**config.mk**
```make
export PLATFORM = sky130hd
export DESIGN_NAME = core_mem_arbiter_flat
export DESIGN_NICKNAME = d
export VERILOG_FILES = /design/src/rtl/core_mem_arbiter_if.sv /design/src/rtl/core_mem_arbiter.sv /design/src/flat_wrapper.sv
export SDC_FILE = /design/constraint.sdc
export NUM_CORES = 1
export LEC_CHECK = 0
export ABC_AREA = 1
export CORE_UTILIZATION = 45
export CTS_BUF_LIST = sky130_fd_sc_hd__clkbuf_8
export DETAILED_ROUTE_END_ITERATION = 10
export GPL_TIMING_DRIVEN = 0
export PLACE_DENSITY = 0.84
export SLEW_MARGIN = 20
export SYNTH_ARGS = -nofsm -noshare
export SYNTH_HDL_FRONTEND = slang
export SYNTH_SLANG_ARGS = --single-unit
```
**constraint.sdc**
```tcl
create_clock -name clk_i -period 9.95 [get_ports clk_i]
set_input_delay 0.995 -clock clk_i [delete_from_list [all_inputs] [get_ports clk_i]]
set_output_delay 0.995 -clock clk_i [all_outputs]
set_load 0.02 [all_outputs]
```
**src/rtl/core_mem_arbiter_if.sv**
```systemverilog
`default_nettype none
// ============================================================================
// Module      : core_mem_arbiter_if
// Description : Core fetch/data ports and shared memory port bundle used by
//               core_mem_arbiter.
// Revision    : 1.0 - initial release
// ============================================================================
interface core_mem_arbiter_if;
  logic        instr_req_i;
  logic [29:0] instr_addr_i;
  logic [31:0] instr_data_o;
  logic        instr_blocking_n_o;
  logic        data_req_i;
  logic [29:0] data_addr_i;
  logic [3:0]  data_write_en_i;
  logic [31:0] data_wdata_i;
  logic [31:0] data_rdata_o;
  logic        data_blocking_n_o;
  logic        mem_req_o;
  logic [29:0] mem_addr_o;
  logic [3:0]  mem_we_o;
  logic [31:0] mem_wdata_o;
  logic [31:0] mem_rdata_i;
  logic        mem_ack_i;
  logic        mem_err_o;

  modport slave (
    input  instr_req_i, instr_addr_i, data_req_i, data_addr_i, data_write_en_i,
           data_wdata_i, mem_rdata_i, mem_ack_i,
    output instr_data_o, instr_blocking_n_o, data_rdata_o, data_blocking_n_o,
           mem_req_o, mem_addr_o, mem_we_o, mem_wdata_o, mem_err_o
  );

  modport master (
    output instr_req_i, instr_addr_i, data_req_i, data_addr_i, data_write_en_i,
           data_wdata_i, mem_rdata_i, mem_ack_i,
    input  instr_data_o, instr_blocking_n_o, data_rdata_o, data_blocking_n_o,
           mem_req_o, mem_addr_o, mem_we_o, mem_wdata_o, mem_err_o
  );
endinterface
`default_nettype wire

```
**src/rtl/core_mem_arbiter.sv**
```systemverilog
`default_nettype none
// ============================================================================
// Module      : core_mem_arbiter
// Description : Shares one memory port between core fetch and data ports;
//               data-priority with a fetch starvation limiter. Optional ack
//               timeout enabled by macro CORE_MEM_ARB_TIMEOUT_EN.
// Revision    : 1.0 - initial release
// ============================================================================
module core_mem_arbiter #(
  parameter int STARVE_LIMIT   = 4,
  parameter int TIMEOUT_CYCLES = 64
) (
  input  logic              clk_i,
  input  logic              rst_i,
  core_mem_arbiter_if.slave bus
);

  localparam logic [2:0] S_IDLE    = 3'd0;
  localparam logic [2:0] S_GRANT_I = 3'd1;
  localparam logic [2:0] S_GRANT_D = 3'd2;
  localparam logic [2:0] S_DONE_I  = 3'd3;
  localparam logic [2:0] S_DONE_D  = 3'd4;

  localparam logic [3:0]  c_STARVE_MAX = 4'(STARVE_LIMIT);
  localparam logic [31:0] c_ERR_DATA   = 32'hdeadbeef;

  logic [2:0]  r_state;
  logic [2:0]  w_next;
  logic [3:0]  r_starve;
  logic        r_mem_req;
  logic [29:0] r_mem_addr;
  logic [3:0]  r_mem_we;
  logic [31:0] r_mem_wdata;
  logic [31:0] r_instr_data;
  logic [31:0] r_data_rdata;
  logic        w_in_grant;
  logic        w_data_wins;
  logic        w_timeout;
  logic        w_done;
  logic        w_instr_blk_n;
  logic        w_data_blk_n;

  assign w_in_grant  = (r_state == S_GRANT_I) || (r_state == S_GRANT_D);
  assign w_data_wins = bus.data_req_i && !(bus.instr_req_i && (r_starve == c_STARVE_MAX));
  assign w_done      = w_in_grant && (bus.mem_ack_i || w_timeout);

`ifdef CORE_MEM_ARB_TIMEOUT_EN
  localparam int              c_TW    = $clog2(TIMEOUT_CYCLES + 1);
  localparam logic [c_TW-1:0] c_TLAST = c_TW'(TIMEOUT_CYCLES - 1);

  logic [c_TW-1:0] r_tcnt;
  logic            r_mem_err;

  // Counter sits at zero outside GRANT so each grant gets the full window.
  always_ff @(posedge clk_i or posedge rst_i) begin
    if (rst_i) begin
      r_tcnt    <= '0;
      r_mem_err <= 1'b0;
    end else begin
      r_mem_err <= w_in_grant && w_timeout;
      if (w_in_grant && !w_done) r_tcnt <= r_tcnt + 1'b1;
      else                       r_tcnt <= '0;
    end
  end

  assign w_timeout   = (r_tcnt == c_TLAST) && !bus.mem_ack_i;
  assign bus.mem_err_o = r_mem_err;
`else
  logic [31:0] w_unused_timeout_cfg;
  assign w_unused_timeout_cfg = 32'(TIMEOUT_CYCLES);
  assign w_timeout     = 1'b0;
  assign bus.mem_err_o = 1'b0;
`endif

  always_ff @(posedge clk_i or posedge rst_i) begin
    if (rst_i) r_state <= S_IDLE;
    else       r_state <= w_next;
  end

  always_comb begin
    w_next = r_state;
    case (r_state)
      S_IDLE: begin
        if (w_data_wins)          w_next = S_GRANT_D;
        else if (bus.instr_req_i) w_next = S_GRANT_I;
      end
      S_GRANT_I: if (w_done) w_next = S_DONE_I;
      S_GRANT_D: if (w_done) w_next = S_DONE_D;
      S_DONE_I:  w_next = S_IDLE;
      S_DONE_D:  w_next = S_IDLE;
      default:   w_next = S_IDLE;
    endcase
  end

  // Stall is released only in the port's DONE cycle; reset forces both open.
  always_comb begin
    w_instr_blk_n = !bus.instr_req_i || (r_state == S_DONE_I);
    w_data_blk_n  = !bus.data_req_i  || (r_state == S_DONE_D);
    if (rst_i) begin
      w_instr_blk_n = 1'b1;
      w_data_blk_n  = 1'b1;
    end
  end

  always_ff @(posedge clk_i or posedge rst_i) begin
    if (rst_i) begin
      r_starve     <= '0;
      r_mem_req    <= 1'b0;
      r_mem_addr   <= '0;
      r_mem_we     <= '0;
      r_mem_wdata  <= '0;
      r_instr_data <= '0;
      r_data_rdata <= '0;
    end else begin
      case (r_state)
        S_IDLE: begin
          if (!bus.instr_req_i || (w_next == S_GRANT_I))
            r_starve <= '0;
          else if ((w_next == S_GRANT_D) && (r_starve != c_STARVE_MAX))
            r_starve <= r_starve + 4'd1;
          if (w_next == S_GRANT_D) begin
            r_mem_req   <= 1'b1;
            r_mem_addr  <= bus.data_addr_i;
            r_mem_we    <= bus.data_write_en_i;
            r_mem_wdata <= bus.data_wdata_i;
          end else if (w_next == S_GRANT_I) begin
            r_mem_req   <= 1'b1;
            r_mem_addr  <= bus.instr_addr_i;
            r_mem_we    <= 4'b0000;
            r_mem_wdata <= 32'h0;
          end
        end
        S_GRANT_I: begin
          if (w_done) begin
            r_mem_req    <= 1'b0;
            r_instr_data <= w_timeout ? c_ERR_DATA : bus.mem_rdata_i;
          end
        end
        S_GRANT_D: begin
          if (w_done) begin
            r_mem_req <= 1'b0;
            if (w_timeout)             r_data_rdata <= c_ERR_DATA;
            else if (r_mem_we == 4'b0) r_data_rdata <= bus.mem_rdata_i;
          end
        end
        default: ;
      endcase
    end
  end

  assign bus.mem_req_o          = r_mem_req;
  assign bus.mem_addr_o         = r_mem_addr;
  assign bus.mem_we_o           = r_mem_we;
  assign bus.mem_wdata_o        = r_mem_wdata;
  assign bus.instr_data_o       = r_instr_data;
  assign bus.data_rdata_o       = r_data_rdata;
  assign bus.instr_blocking_n_o = w_instr_blk_n;
  assign bus.data_blocking_n_o  = w_data_blk_n;

endmodule
`default_nettype wire

```
**src/flat_wrapper.sv**
```systemverilog
// flat-port wrapper written by rule: the top's interface ports become plain ports
module core_mem_arbiter_flat 
#(
  parameter int STARVE_LIMIT   = 4,
  parameter int TIMEOUT_CYCLES = 64
)
  (clk_i, rst_i, bus_instr_req_i, bus_instr_addr_i, bus_data_req_i, bus_data_addr_i, bus_data_write_en_i, bus_data_wdata_i, bus_mem_rdata_i, bus_mem_ack_i, bus_instr_data_o, bus_instr_blocking_n_o, bus_data_rdata_o, bus_data_blocking_n_o, bus_mem_req_o, bus_mem_addr_o, bus_mem_we_o, bus_mem_wdata_o, bus_mem_err_o);
  core_mem_arbiter_if bus_i ();
  input  logic clk_i;
  input  logic rst_i;
  input wire logic [$bits(bus_i.instr_req_i)-1:0] bus_instr_req_i;
  input wire logic [$bits(bus_i.instr_addr_i)-1:0] bus_instr_addr_i;
  input wire logic [$bits(bus_i.data_req_i)-1:0] bus_data_req_i;
  input wire logic [$bits(bus_i.data_addr_i)-1:0] bus_data_addr_i;
  input wire logic [$bits(bus_i.data_write_en_i)-1:0] bus_data_write_en_i;
  input wire logic [$bits(bus_i.data_wdata_i)-1:0] bus_data_wdata_i;
  input wire logic [$bits(bus_i.mem_rdata_i)-1:0] bus_mem_rdata_i;
  input wire logic [$bits(bus_i.mem_ack_i)-1:0] bus_mem_ack_i;
  output wire logic [$bits(bus_i.instr_data_o)-1:0] bus_instr_data_o;
  output wire logic [$bits(bus_i.instr_blocking_n_o)-1:0] bus_instr_blocking_n_o;
  output wire logic [$bits(bus_i.data_rdata_o)-1:0] bus_data_rdata_o;
  output wire logic [$bits(bus_i.data_blocking_n_o)-1:0] bus_data_blocking_n_o;
  output wire logic [$bits(bus_i.mem_req_o)-1:0] bus_mem_req_o;
  output wire logic [$bits(bus_i.mem_addr_o)-1:0] bus_mem_addr_o;
  output wire logic [$bits(bus_i.mem_we_o)-1:0] bus_mem_we_o;
  output wire logic [$bits(bus_i.mem_wdata_o)-1:0] bus_mem_wdata_o;
  output wire logic [$bits(bus_i.mem_err_o)-1:0] bus_mem_err_o;
  assign bus_i.instr_req_i = bus_instr_req_i;
  assign bus_i.instr_addr_i = bus_instr_addr_i;
  assign bus_i.data_req_i = bus_data_req_i;
  assign bus_i.data_addr_i = bus_data_addr_i;
  assign bus_i.data_write_en_i = bus_data_write_en_i;
  assign bus_i.data_wdata_i = bus_data_wdata_i;
  assign bus_i.mem_rdata_i = bus_mem_rdata_i;
  assign bus_i.mem_ack_i = bus_mem_ack_i;
  assign bus_instr_data_o = bus_i.instr_data_o;
  assign bus_instr_blocking_n_o = bus_i.instr_blocking_n_o;
  assign bus_data_rdata_o = bus_i.data_rdata_o;
  assign bus_data_blocking_n_o = bus_i.data_blocking_n_o;
  assign bus_mem_req_o = bus_i.mem_req_o;
  assign bus_mem_addr_o = bus_i.mem_addr_o;
  assign bus_mem_we_o = bus_i.mem_we_o;
  assign bus_mem_wdata_o = bus_i.mem_wdata_o;
  assign bus_mem_err_o = bus_i.mem_err_o;
  core_mem_arbiter #(.STARVE_LIMIT(STARVE_LIMIT), .TIMEOUT_CYCLES(TIMEOUT_CYCLES)) u_core (.clk_i(clk_i), .rst_i(rst_i), .bus(bus_i));
endmodule
```
==> results of run 1 <==
-- synth_stat cells (all sizes together) --
cell | instances | area (um^2)
nand2 | 300 | 1140
dfrtp | 138 | 3450
nand3 | 70 | 360
o21ai | 66 | 330
inv | 47 | 176
clkbuf | 25 | 93.8
buf | 15 | 91.3
nor2 | 5 | 18.8
a21oi | 4 | 23.8
nand4 | 3 | 18.8
ha | 2 | 25.0
nor3 | 2 | 15.0
o311ai | 2 | 17.5
xor2 | 2 | 17.5
conb | 1 | 3.75
nor4 | 1 | 6.26
-- stage by stage --
step	area, um^2	total power, mW	util [%]	setup WS, ns	hold WS [ns]
final	9110	3.06	72.5	6.13	0.474
after CTS	9110	3.08	72.5	6.11	0.477
after floorplan	5790	1.83	-	3.74	0.542
after global placement	8660	2.55	68.9	2.07	0.454
after detailed placement	8690	2.59	69.1	6.11	0.458
after global routing	9110	3.27	72.5	5.99	0.497
-- area by class of cell --
class	count	area (um^2)	share of cell area (%)
flip-flops and latches	138	3450	37.9
repair buffers	266	2680	29.4
multi-input cells	458	1970	21.6
clock buffers	20	275	3.02
well taps	172	215	2.36
plain buffers	40	185	2.03
inverters	47	184	2.02
clock inverters	12	149	1.63
-- registers in the layout, indices dropped and copies added, names as in the netlist --
register	flops
u_core.bus.data_rdata_o	32
u_core.bus.instr_data_o	32
u_core.bus.mem_addr_o	30
u_core.bus.mem_req_o	1
u_core.bus.mem_wdata_o	32
u_core.bus.mem_we_o	4
u_core.r_starve	4
u_core.r_state	3
-- worst register-to-register path: cells and delay by family (launching register included) --
family,cells,cell delay (ns)
simple gates,10,1.02
buf+inv,3,0.40
flops,1,0.37
fa+ha+maj,1,0.19
-- layer usage --
| metal | wire length (um) | share of wire (%) |
|---|---|---|
| met3 | 1840 | 11 |
| met2 | 8280 | 48 |
| met5 | 0 | 0 |
| met1 | 6760 | 39 |
| met4 | 352 | 2.0 |
-- worst min path at each step --
stage | depth (start not counted) | endpoint | slack [ns]
after floorplan | 2 | u_core.r_starve[2] | 0.54
after global placement | 2 | u_core.bus.mem_wdata_o[6] | 0.45
after detailed placement | 2 | u_core.bus.mem_wdata_o[10] | 0.46
after CTS | 2 | u_core.bus.mem_wdata_o[27] | 0.48
after global routing | 2 | u_core.bus.mem_wdata_o[8] | 0.50
final | 2 | u_core.bus.mem_wdata_o[13] | 0.47
-- kinds of logic after synthesis --
logic type / count (synthesis) / share of synthesized area, %
simple gates: 381 / 26.9
flops: 138 / 59.7
buf+inv: 87 / 6.25
compound gates: 72 / 6.42
xor+xnor: 2 / 0.303
fa+ha+maj: 2 / 0.432
other cells: 1 / 0.0648
-- power groups by stage --
stage	Clock [mW]	Combinational [mW]	Sequential, mW
after CTS	0.487	1.63	0.967
after global placement	0	1.59	0.961
final	0.479	1.61	0.967
after global routing	0.512	1.76	0.995
after detailed placement	0	1.62	0.969
after floorplan	0	0.576	1.26
==> results.rst, run 1 <==
.. list-table::
   :header-rows: 1

   * - Metric
     - Value
   * - Register-to-register setup slack
     - 7.88 ns
   * - Inserted Clock Buffers
     - 17
   * - Clock tree from TritonCTS
     - done
   * - Worst path cell trace
     - clkdlybuf4s50_1 > inv_8 > o311ai_0 > clkdlybuf4s50_1
   * - Register area share after synthesis
     - 59.7%
   * - Top cell by count, worst path
     - sky130_fd_sc_hd__clkdlybuf4s50_1
   * - Data arrival time of the critical path
     - 2.82 ns
   * - Cell class contributing the biggest share of worst-path delay
     - buffers and inverters
   * - Peak supply drop
     - 0.170 mV
   * - Clock input transition at the sequential cells of the worst setup and hold paths
     - 0.08 ns
   * - # H-tree levels
     - 4
   * - Cell count after synthesis
     - 683
   * - Final hold viol count
     - 0
   * - Cell-internal power
     - 1.77 mW
   * - Number of top-level pins
     - 267
   * - Area Overhead vs Synth
     - 57.5%
   * - End point of the critical path
     - bus_instr_blocking_n_o
   * - Final Wtd Congestion
     - 0.807
   * - Pin count of the biggest net entering global routing
     - 72
   * - Net count of the finished layout
     - 1103
   * - Yosys Warn Count
     - 0
   * - Vias in the first global route
     - 5399
   * - Max Cap Viol
     - 0
   * - Floorplan row count
     - 41
   * - Share of layout cells above drive strength 1
     - 6.22%
   * - Combined global-route utilization of all metal layers
     - 26.5%
   * - Worst min-delay path startpoint
     - u_core.bus.mem_wdata_o[13]
   * - Switching part of the total power
     - 42.0%
   * - Number of cells after detailed placement
     - 1121
   * - Leakage power
     - 4.45 nW
   * - Placeable Area
     - 0.0126 mm^2
   * - Highest achievable clock rate
     - 0.262 GHz
   * - Final routed DRC violation total
     - 0
   * - Total Negative Setup Slacks
     - 0 ns
   * - Relative max-transition margin
     - 66.2%
   * - Horizontal die dimension
     - 115 um
   * - Number of violations reported at the end of detailed-routing iteration 0
     - 247
   * - Die Y-Extent
     - 115 um
   * - Met1 routing resource usage after global routing
     - 30.3%
   * - Status
     - finished clean
   * - WP data required
     - 8.96 ns
   * - Vias per std cell
     - 4.80
   * - Crit end category
     - primary output
   * - Leftover overflow at the end of global routing
     - 0
   * - Post_cts resized
     - 0
   * - FILL cells
     - 963
   * - Commonest non-fill, non-tap cell in the layout
     - sky130_fd_sc_hd__nand2_1
   * - Remaining number of nets flagged by the antenna check after routing
     - 0
   * - Number of buffers added to fix hold violations after cts
     - 0
   * - Beginning of the critical path
     - rst_i
   * - Critical Setup Path Class
     - input port to primary output
   * - HPWL after detailed placement
     - 12.7 mm
   * - Initial cell density of the core
     - 46.1%
   * - Total power divided by cell area
     - 335 mW/mm^2
   * - Min Clock Period, post-route
     - 3.82 ns
   * - Delay of the slowest critical-path stage
     - 0.64 ns
   * - Most crowded layer after global routing
     - met2
   * - Deepest clock path buffer count
     - 2
   * - Setup repair bufs after CTS
     - 0
   * - Met2 usage in global routing
     - 45.1%
   * - Maximum clock skew at final layout
     - 0.0106 ns
   * - Total number of vias
     - 5536
   * - TritonRoute pass-1 iters
     - 4
   * - Path length in cells of the critical path
     - 4
   * - Kind of launch point of the worst setup path
     - input port
   * - Antenna violations before repair
     - 0
   * - Setup violation total in the final timing report
     - 0
   * - First-pass GRT wire length
     - 26.9 mm
   * - Reg-to-Reg Start
     - u_core.r_starve[0]
   * - Worst-path fanout max
     - 70
   * - Fraction of the cycle the final worst path needs
     - 38.4%
   * - Distinct cell type count of the synthesized netlist
     - 23
   * - Crit path buffers/inverters
     - 3
   * - Share of total power in the clock network
     - 15.7%
   * - Non-Filler Instances
     - 1153
   * - Root cell of the clock tree
     - sky130_fd_sc_hd__clkbuf_8
   * - Combinational share of power
     - 52.7%
   * - Sequential cell fraction of total power
     - 31.7%
   * - Pins over their slew limit
     - 0
   * - Detail-routed net length per standard cell
     - 14.9 um
   * - Worst slew pin tran
     - 0.507 ns
   * - Unrepaired setup endpoints after global routing
     - false
   * - Synth Area per Inst
     - 8.47 um^2
   * - Number of cells on the worst reg-to-reg path
     - 14
   * - Total of flip-flops plus latches after synthesis
     - 138
   * - # port buffers
     - 265
   * - Cell with the biggest individual delay on the critical path
     - sky130_fd_sc_hd__clkdlybuf4s50_1
   * - Antenna cells
     - 0
   * - Type of the tightest min-delay check
     - register to register
   * - P_sw
     - 1.28 mW
   * - M3 GR Usage
     - 9.68%
   * - Post-synth design cell area
     - 0.00579 mm^2
   * - Clock latency on the worst-skew pair
     - 0.43 ns
   * - Die area
     - 0.0133 mm^2
   * - Total Routed Length
     - 17.2 mm
   * - Mapped Nets
     - 818
   * - Highest-count cells in the layout ignoring fill and taps
     - 296 x sky130_fd_sc_hd__nand2_1, 265 x sky130_fd_sc_hd__clkdlybuf4s50_1, 138 x sky130_fd_sc_hd__dfrtp_1
   * - TritonCTS sink count
     - 138
   * - Capturing point of the worst reg2reg path
     - u_core.bus.mem_wdata_o[15]
Note: power is estimated with default switching activity, not from simulation.
==> run 2, diff against run 1 <==
--- a/config.mk
+++ b/config.mk
@@ -6,11 +6,11 @@
 export NUM_CORES = 1
 export LEC_CHECK = 0
 export ABC_AREA = 1
-export CORE_UTILIZATION = 45
+export CORE_UTILIZATION = 43
 export CTS_BUF_LIST = sky130_fd_sc_hd__clkbuf_8
 export DETAILED_ROUTE_END_ITERATION = 10
 export GPL_TIMING_DRIVEN = 0
-export PLACE_DENSITY = 0.84
+export PLACE_DENSITY = 0.81
 export SLEW_MARGIN = 20
 export SYNTH_ARGS = -nofsm -noshare
 export SYNTH_HDL_FRONTEND = slang
==> constraint.sdc (replaced) <==
create_clock -name clk_i -period 3.9 [get_ports clk_i]
set_input_delay 0.39 -clock clk_i [delete_from_list [all_inputs] [get_ports clk_i]]
set_output_delay 0.39 -clock clk_i [all_outputs]
set_load 0.02 [all_outputs]
==> run 2 against run 1 <==
Global-route usage decreased by 1.0 points; setup slack got worse by 5.7 ns; hold slack got worse by 0.084 ns; critical path depth increased by 3; total power increased to 2.6 times the previous value; final area increased by 0.80%; clock skew decreased by 0.0020 ns; clock power increased to 2.7 times the previous value; critical path type unchanged; critical endpoint unchanged.
==> results.rst, run 2 (same netlist as run 1, synthesis figures left out) <==
.. list-table::
   :header-rows: 1

   * - Metric
     - Value
   * - Placeable Area
     - 0.0132 mm^2
   * - Kind of launch point of the worst setup path
     - input port
   * - Status
     - finished clean
   * - Horizontal die dimension
     - 118 um
   * - Setup repair bufs after CTS
     - 0
   * - Share of layout cells above drive strength 1
     - 6.61%
   * - Cell with the biggest individual delay on the critical path
     - sky130_fd_sc_hd__clkdlybuf4s50_1
   * - Leftover overflow at the end of global routing
     - 0
   * - Data arrival time of the critical path
     - 3.06 ns
   * - FILL cells
     - 1079
   * - Total number of vias
     - 5570
   * - WP data required
     - 3.51 ns
   * - Footprint of the multi-input gates
     - 0.00197 mm^2
   * - Peak supply drop
     - 0.407 mV
   * - Max Cap Viol
     - 0
   * - Inserted Clock Buffers
     - 17
   * - Final hold viol count
     - 0
   * - Antenna cells
     - 0
   * - Setup violation total in the final timing report
     - 0
   * - Number of cells after detailed placement
     - 1128
   * - Fraction of the cycle the final worst path needs
     - 88.5%
   * - Critical Setup Path Class
     - input port to primary output
   * - # H-tree levels
     - 4
   * - Crit end category
     - primary output
   * - First-pass GRT wire length
     - 27.7 mm
   * - Relative max-transition margin
     - 54.9%
   * - Clock latency on the worst-skew pair
     - 0.44 ns
   * - Highest-count cells in the layout ignoring fill and taps
     - 296 x sky130_fd_sc_hd__nand2_1, 265 x sky130_fd_sc_hd__clkdlybuf4s50_1, 138 x sky130_fd_sc_hd__dfrtp_1
   * - Type of the tightest min-delay check
     - input port to asynchronous set/reset pin
   * - # port buffers
     - 265
   * - Number of violations reported at the end of detailed-routing iteration 0
     - 289
   * - Delay of the slowest critical-path stage
     - 0.72 ns
   * - Unrepaired setup endpoints after global routing
     - false
   * - Final Wtd Congestion
     - 0.826
   * - Total Routed Length
     - 17.0 mm
   * - Reg-to-Reg Start
     - u_core.r_starve[0]
   * - Combined global-route utilization of all metal layers
     - 25.5%
   * - Clock input transition at the sequential cells of the worst setup and hold paths
     - 0.08 ns
   * - Area of all sequential standard cells
     - 0.00345 mm^2
   * - Deepest clock path buffer count
     - 2
   * - Floorplan row count
     - 42
   * - Initial cell density of the core
     - 43.9%
   * - Net count of the finished layout
     - 1106
   * - Highest achievable clock rate
     - 0.290 GHz
   * - Area Overhead vs Synth
     - 58.7%
   * - Leakage power
     - 4.47 nW
   * - Vias in the first global route
     - 5593
   * - Slack of the critical path
     - 0.447 ns
   * - Top cell by count, worst path
     - sky130_fd_sc_hd__buf_12
   * - Non-Filler Instances
     - 1160
   * - Die area
     - 0.0139 mm^2
   * - Pins over their slew limit
     - 0
   * - Die Y-Extent
     - 118 um
   * - Worst setup timing slack at the placement stage
     - 0.361 ns
   * - TritonRoute pass-1 iters
     - 6
   * - Clock tree from TritonCTS
     - done
   * - Post_cts resized
     - 0
   * - Root cell of the clock tree
     - sky130_fd_sc_hd__clkbuf_8
   * - Maximum clock skew at final layout
     - 0.00864 ns
   * - Beginning of the critical path
     - rst_i
   * - Antenna violations before repair
     - 0
   * - HPWL after detailed placement
     - 12.8 mm
   * - Total power divided by cell area
     - 855 mW/mm^2
   * - Worst-path fanout max
     - 30
   * - TritonCTS sink count
     - 138
   * - Number of top-level pins
     - 267
   * - Worst slew pin tran
     - 0.675 ns
   * - Commonest non-fill, non-tap cell in the layout
     - sky130_fd_sc_hd__nand2_1
   * - Remaining number of nets flagged by the antenna check after routing
     - 0
   * - Final routed DRC violation total
     - 0
   * - Number of buffers added to fix hold violations after cts
     - 0
   * - Vias per std cell
     - 4.80
   * - Overall power
     - 7.86 mW
   * - Final standard cell utilization of the core
     - 69.7%
   * - Pin count of the biggest net entering global routing
     - 36
   * - Min Clock Period, post-route
     - 3.45 ns
   * - Detail-routed net length per standard cell
     - 14.7 um
   * - Worst path cell trace
     - clkdlybuf4s50_1 > clkinvlp_4 > buf_12 > buf_12 > buf_12 > o311ai_0 > clkdlybuf4s50_1
==> run 2: path summary, 6_finish.rpt <==
| kind | to | slack, ns | cells after the start |
|---|---|---|---|
| max in group asynchronous | u_core.bus.mem_wdata_o[12] | 2.56 | 5 |
| min | u_core.bus.data_rdata_o[25] | 0.39 | 2 |
| max | bus_instr_blocking_n_o | 0.45 | 7 |
| min in group clk_i | u_core.bus.mem_wdata_o[15] | 0.47 | 2 |
| max reg2reg | u_core.bus.mem_addr_o[6] | 1.75 | 12 |
| min reg2reg | u_core.bus.mem_wdata_o[15] | 0.47 | 2 |
==> run 2: area by class of cell <==
| type | count | area share [%] |
|---|---|---|
| Inverter | 47 | 1.96 |
| Sequential cell | 138 | 37.6 |
| Clock buffer | 18 | 2.70 |
| Timing Repair Buffer | 269 | 29.7 |
| Tap cell | 176 | 2.40 |
| Multi-Input combinational cell | 458 | 21.5 |
| Buffer | 40 | 2.02 |
| Clock inverter | 14 | 2.12 |
==> run 2: metrics by stage <==
stage	hold slack (ns)	cell area, um^2	TNS, ns
after floorplan	0.535	5790	0
after global placement	0.453	8660	-2.57
after detailed placement	0.458	8740	0
after CTS	0.379	9190	0
after global routing	0.432	9190	0
final	0.390	9190	0
==> run 2: where the power goes <==
group | switching (mW) | internal (mW) | total (mW)
clock network | 0.572 | 0.717 | 1.29
registers | 0.373 | 2.09 | 2.47
logic | 2.35 | 1.76 | 4.10
==> run 2: per-layer routing <==
layer / wire length (um) / vias up / GRT usage (%)
met5: 0 / - / 0
met1: 6820 / 2594 / 29.8
li1: - / 2721 / -
met4: 469 / 0 / 11.5
met3: 1550 / 35 / 9.06
met2: 8180 / 220 / 42.1
==> run 2: critical path: cells and delay by family <==
kind / cells / cell delay [ns]
buffers and inverters: 6 / 2.54
AOI/OAI and AO/OA: 1 / 0.11
